`src/rtl/fetch_sequencer.sv`:
```
// fetch_sequencer: issues one I$ fetch at a time, forwards each response to the
// instruction queue and picks the next fetch address.
// Address priority: flush > replay > branch-predict redirect > sequential.
// Ports:
//   clk_i, rst_ni                 clock, async active-low reset
//   flush_i, flush_addr_i         backend redirect and its target
//   icache_req_o, icache_vaddr_o  fetch request and address (held until accepted)
//   icache_ready_i                I$ accepts the request this cycle
//   icache_kill_o                 kill the in-flight request (1-cycle pulse)
//   icache_valid_i                I$ response valid
//   pkt_valid_o, pkt_addr_o       packet forwarded to the instruction queue
//   iq_ready_i                    instruction queue can take a packet
//   replay_i, replay_addr_i       queue overflow on the forwarded packet
//   bp_taken_i, bp_addr_i         predicted-taken CF in the forwarded packet
module fetch_sequencer #(
  parameter int unsigned          FETCH_BYTES = 4,
  parameter int unsigned          VADDR_W     = 64,
  parameter logic [VADDR_W-1:0]   BOOT_ADDR   = VADDR_W'(64'h8000_0000)
) (
  input  logic               clk_i,
  input  logic               rst_ni,
  input  logic               flush_i,
  input  logic [VADDR_W-1:0] flush_addr_i,
  output logic               icache_req_o,
  output logic [VADDR_W-1:0] icache_vaddr_o,
  input  logic               icache_ready_i,
  output logic               icache_kill_o,
  input  logic               icache_valid_i,
  output logic               pkt_valid_o,
  output logic [VADDR_W-1:0] pkt_addr_o,
  input  logic               iq_ready_i,
  input  logic               replay_i,
  input  logic [VADDR_W-1:0] replay_addr_i,
  input  logic               bp_taken_i,
  input  logic [VADDR_W-1:0] bp_addr_i
);

  localparam int unsigned OFF_W = $clog2(FETCH_BYTES);

  typedef enum logic [1:0] {
    IDLE  = 2'd0,
    REQ   = 2'd1,
    WAIT  = 2'd2,
    STALL = 2'd3
  } state_e;

  state_e             state_q;
  logic [VADDR_W-1:0] fetch_addr_q;
  logic               req_q;

  logic [VADDR_W-1:0] seq_addr;
  logic [VADDR_W-1:0] next_addr;
  logic               fwd;

  // Sequential successor: align down to the packet boundary, then step one packet.
  always_comb begin
    seq_addr = {fetch_addr_q[VADDR_W-1:OFF_W], OFF_W'(0)} + VADDR_W'(FETCH_BYTES);
  end

  // Redirect selection for a forward cycle; replay beats the prediction because
  // the predicted CF may not have been pushed.
  always_comb begin
    next_addr = seq_addr;
    if (replay_i) begin
      next_addr = replay_addr_i;
    end else if (bp_taken_i) begin
      next_addr = bp_addr_i;
    end
  end

  // A response is forwarded only in WAIT with queue space and no flush.
  always_comb begin
    fwd = (state_q == WAIT) && icache_valid_i && iq_ready_i && !flush_i;
  end

  assign pkt_valid_o    = fwd;
  assign pkt_addr_o     = fetch_addr_q;
  assign icache_req_o   = req_q;
  assign icache_vaddr_o = fetch_addr_q;
  // Kill only matters while a request is presented or outstanding.
  assign icache_kill_o  = flush_i && ((state_q == REQ) || (state_q == WAIT));

  // Fetch FSM; req_q mirrors the REQ state so the request output is a flop.
  always_ff @(posedge clk_i or negedge rst_ni) begin
    if (!rst_ni) begin
      state_q      <= IDLE;
      fetch_addr_q <= BOOT_ADDR;
      req_q        <= 1'b0;
    end else if (flush_i) begin
      // Flush overrides everything, including a same-cycle acceptance.
      state_q      <= REQ;
      fetch_addr_q <= flush_addr_i;
      req_q        <= 1'b1;
    end else begin
      unique case (state_q)
        IDLE: begin
          state_q <= REQ;
          req_q   <= 1'b1;
        end
        REQ: begin
          if (icache_ready_i) begin
            state_q <= WAIT;
            req_q   <= 1'b0;
          end
        end
        WAIT: begin
          if (icache_valid_i) begin
            if (iq_ready_i) begin
              state_q      <= REQ;
              fetch_addr_q <= next_addr;
              req_q        <= 1'b1;
            end else begin
              // Data stays in the I$; we re-request the same address later.
              state_q <= STALL;
            end
          end
        end
        STALL: begin
          if (iq_ready_i) begin
            state_q <= REQ;
            req_q   <= 1'b1;
          end
        end
        default: begin
          state_q <= IDLE;
          req_q   <= 1'b0;
        end
      endcase
    end
  end

endmodule
```
`config.mk`:
```
export PLATFORM = sky130hd
export DESIGN_NAME = fetch_sequencer
export DESIGN_NICKNAME = d
export VERILOG_FILES = /design/src/rtl/fetch_sequencer.sv
export SDC_FILE = /design/constraint.sdc
export NUM_CORES = 1
export LEC_CHECK = 0
export CAP_MARGIN = 10
export CORE_MARGIN = 2
export CORE_UTILIZATION = 33
export DETAILED_ROUTE_END_ITERATION = 7
export GPL_TIMING_DRIVEN = 0
export PLACE_DENSITY_LB_ADDON = 0.12
export SYNTH_ARGS = -nofsm -noshare
export SYNTH_HDL_FRONTEND = slang
export SYNTH_SLANG_ARGS = --single-unit
```
`constraint.sdc`:
```
create_clock -name clk_i -period 2.2 [get_ports clk_i]
set_input_delay 0.44 -clock clk_i [delete_from_list [all_inputs] [get_ports clk_i]]
set_output_delay 0.44 -clock clk_i [all_outputs]
set_load 0.02 [all_outputs]
```
==> flow_summary.json <==
{
  "core-area_um2": 17400,
  "drv_slew": 0,
  "pre_cts_ws_ns": -1.42,
  "max_slew.worst_pin.slew_ns": 0.931,
  "setup_viol": 1,
  "layout_setup_ws_ns": -0.00838,
  "yosysSeqAreaShare_pct": 28.6,
  "max_slew_margin_pct": 37.7,
  "path_clk_slew_ns": 0.06,
  "synth_edf_count": 0,
  "cts_max_level": 3,
  "n_fill_cell": 1634,
  "cts_tree": "yes",
  "nets": 1332,
  "cts_hold_buffers": 0,
  "power_frac_comb_pct": 45.9,
  "start_kind": "flop",
  "p_sw_w": 0.00220,
  "synth_ff_type": "dfrtp_1",
  "clockRootBuffer": "clkbuf_16",
  "post-route-drc-count": 0,
  "p_per_area_nw_per_um2": 560,
  "grt_pass1_vias": 7584,
  "yosys.area.top_type": "dfrtp_1",
  "hold_viol_final": 0,
  "vias_per_cell": 5.87,
  "syn-num-nets": 946,
  "n_antenna_cell": 0,
  "yosysMostFrequentCell": "o21ai_0",
  "grt_use_total_pct": 32.6,
  "seqCellArea_um2": 1710,
  "routedWlPerCell_um": 23.3,
  "die_area_um2": 18900,
  "place.port_buffers": 328,
  "multiInputGateArea_um2": 3730,
  "p_leak_nw": 4.15,
  "cp.required_ns": 2.43,
  "ir_worst_vdd_uv": 402,
  "syn_inst": 741,
  "die_h_um": 137,
  "die_x_um": 137,
  "clk_path_buf_depth": 2,
  "final_cells": 1357,
  "yosysUniqueCellTypes": 68,
  "grt_pass1_wl_mm": 45.5,
  "swShare_pct": 37.5,
  "period_share_pct": 100,
  "fp-row-count": 48,
  "syn2layout_area_growth_pct": 77.9,
  "final.setup_skew_ns": 0.00860,
  "hp-class": "in2async",
  "critPathArrivalTime_ns": 2.44,
  "worstSetupPathType": "reg2reg",
  "violations": "setup timing",
  "ys_warn_count": 0,
  "synth.avg_cell_area_um2": 7.93,
  "synth_area_leaders": "dfrtp_1 (28%), buf_4 (8.2%), o21ai_0 (6.8%)",
  "wl_mm": 31.6,
  "finalPower_w": 0.00586,
  "drive_gt1_share_pct": 20.2,
  "synth_top_area_share_pct": 28.1,
  "synthesis.area_um2": 5880,
  "cap_violations": 0,
  "crit_path_end_kind": "flop",
  "synth-seq-cells": 67,
  "clkSinkCount": 67,
  "antenna_left": 0,
  "power.internal_w": 0.00366,
  "clk_latency_ns": 0.35,
  "grt_max_degree": 44,
  "synth_commonest_cells": "o21ai_0 (80), dfrtp_1 (66), buf_4 (64)",
  "pin_count": 331,
  "outcome": "complete, but fails checks",
  "cts-buffers-inserted": 9,
  "fmax_ghz": 0.453,
  "post-route-min-period_ns": 2.21,
  "power_frac_clock_pct": 24.1,
  "grt_overflow": 0,
  "power_frac_seq_pct": 30.0,
  "drt_iter0_markers": 765,
  "first_pass_iters": 5,
  "globalplace.congestion": 0.917,
  "antenna_found_initial": 2,
  "synthArstFlopShare_pct": 100,
  "num_vias": 7967,
  "dpl.cell_count": 1296,
  "rsz0062_at_grt": "yes",
  "start_util_pct": 33.9,
  "path_max_fanout": 6,
  "dp_hpwl_mm": 23.4
}
power groups by stage:
stage | clock [W] | combinational [W] | sequential (W)
after floorplan | 0 | 0.00108 | 0.00185
after global placement | 0 | 0.00249 | 0.00176
after detailed placement | 0 | 0.00252 | 0.00177
after CTS | 0.00142 | 0.00259 | 0.00174
after global routing | 0.00147 | 0.00286 | 0.00178
final | 0.00141 | 0.00269 | 0.00176
state kept, by name, indices dropped and copies added (netlist names):
name            cells
icache_vaddr_o     64
state_q             2
icache_req_o        1
through the flow:
step           area (µm²)  util, %  hold slack [ns]  setup TNS (ns)
5_1_grt             10500     60.3           0.0475          -0.182
4_1_cts             10200     58.6           0.0230         -0.0850
3_5_place_dp         9490     54.7            0.385          -47.47
2_1_floorplan        5890        -            0.144               0
6_report            10500     60.3           0.0132        -0.00838
3_3_place_gp         9450     54.5            0.490         -193.33
worst paths after layout:
kind                               startpoint            endpoint  slack, ns  depth (start not counted)
min in group clk_i          icache_vaddr_o[1]   icache_vaddr_o[1]       0.51                          2
min reg2reg                 icache_vaddr_o[1]   icache_vaddr_o[1]       0.51                          2
max                        icache_vaddr_o[19]  icache_vaddr_o[48]     -0.008                          7
max in group asynchronous              rst_ni  icache_vaddr_o[28]       1.59                          2
max reg2reg                icache_vaddr_o[19]  icache_vaddr_o[48]     -0.008                          7
min                                    rst_ni  icache_vaddr_o[53]       0.01                          1
worst max-delay path, stage by stage, from the launching register on:
cell	delay [ns]
dfrtp_2	0.41
nand4_1	0.13
buf_6	0.14
nor4_4	0.36
nand4_1	0.31
or3_4	0.41
a21o_1	0.17
a22o_1	0.17
timing repair:
action,CTS,global route
setup endpoints to repair,67,50
pin swaps,13,12
setup buffers,26,20
resized for setup,76,46
cell type report:
type | count | area share, %
timing repair buffer | 376 | 34.9
tap | 225 | 2.69
inverter | 21 | 0.802
multi-input combinational | 543 | 35.7
buffer | 109 | 6.92
clock buffer | 14 | 2.52
sequential | 67 | 16.3
clock inverter | 2 | 0.0957
per-layer routing:
layer / routed length, µm / vias up / track usage (%) / share of wire [%]
met2: 15000 / 541 / 55.1 / 47
met1: 11800 / 3765 / 40.2 / 37
met5: 26 / - / 0 / 0.082
li1: - / 3575 / - / -
met4: 1020 / 4 / 11.5 / 3.2
met3: 3830 / 82 / 8.39 / 12
cells by family after synthesis:
group	Yosys count	synth area share (%)
xor gates and xnor gates	29	4.32
adders and majority gates	5	1.06
DFF	67	28.6
buffers and inverters	131	12.6
AOI/OAI and AO/OA	274	31.6
and+or+nand+nor	225	20.1
muxes	10	1.70
placed cells by master (no fill, tap or decap), types with 13 or more instances in the layout:
cell / synthesis / layout
clkdlybuf4s50_1: 0 / 324
buf_4: 64 / 112
o21ai_0: 80 / 80
nand2_1: 57 / 53
nor2_1: 49 / 45
dfrtp_1: 66 / 42
a21oi_1: 39 / 39
nand3_1: 32 / 29
dfrtp_2: 0 / 24
o22ai_1: 23 / 23
clkbuf_1: 39 / 21
a222oi_1: 21 / 21
nand4_1: 20 / 20
a22o_1: 19 / 19
inv_1: 20 / 18
xnor2_1: 18 / 18
clkbuf_2: 0 / 16
a22oi_1: 13 / 13
and3_1: 13 / 13
Note: power is estimated with default switching activity, not from simulation.
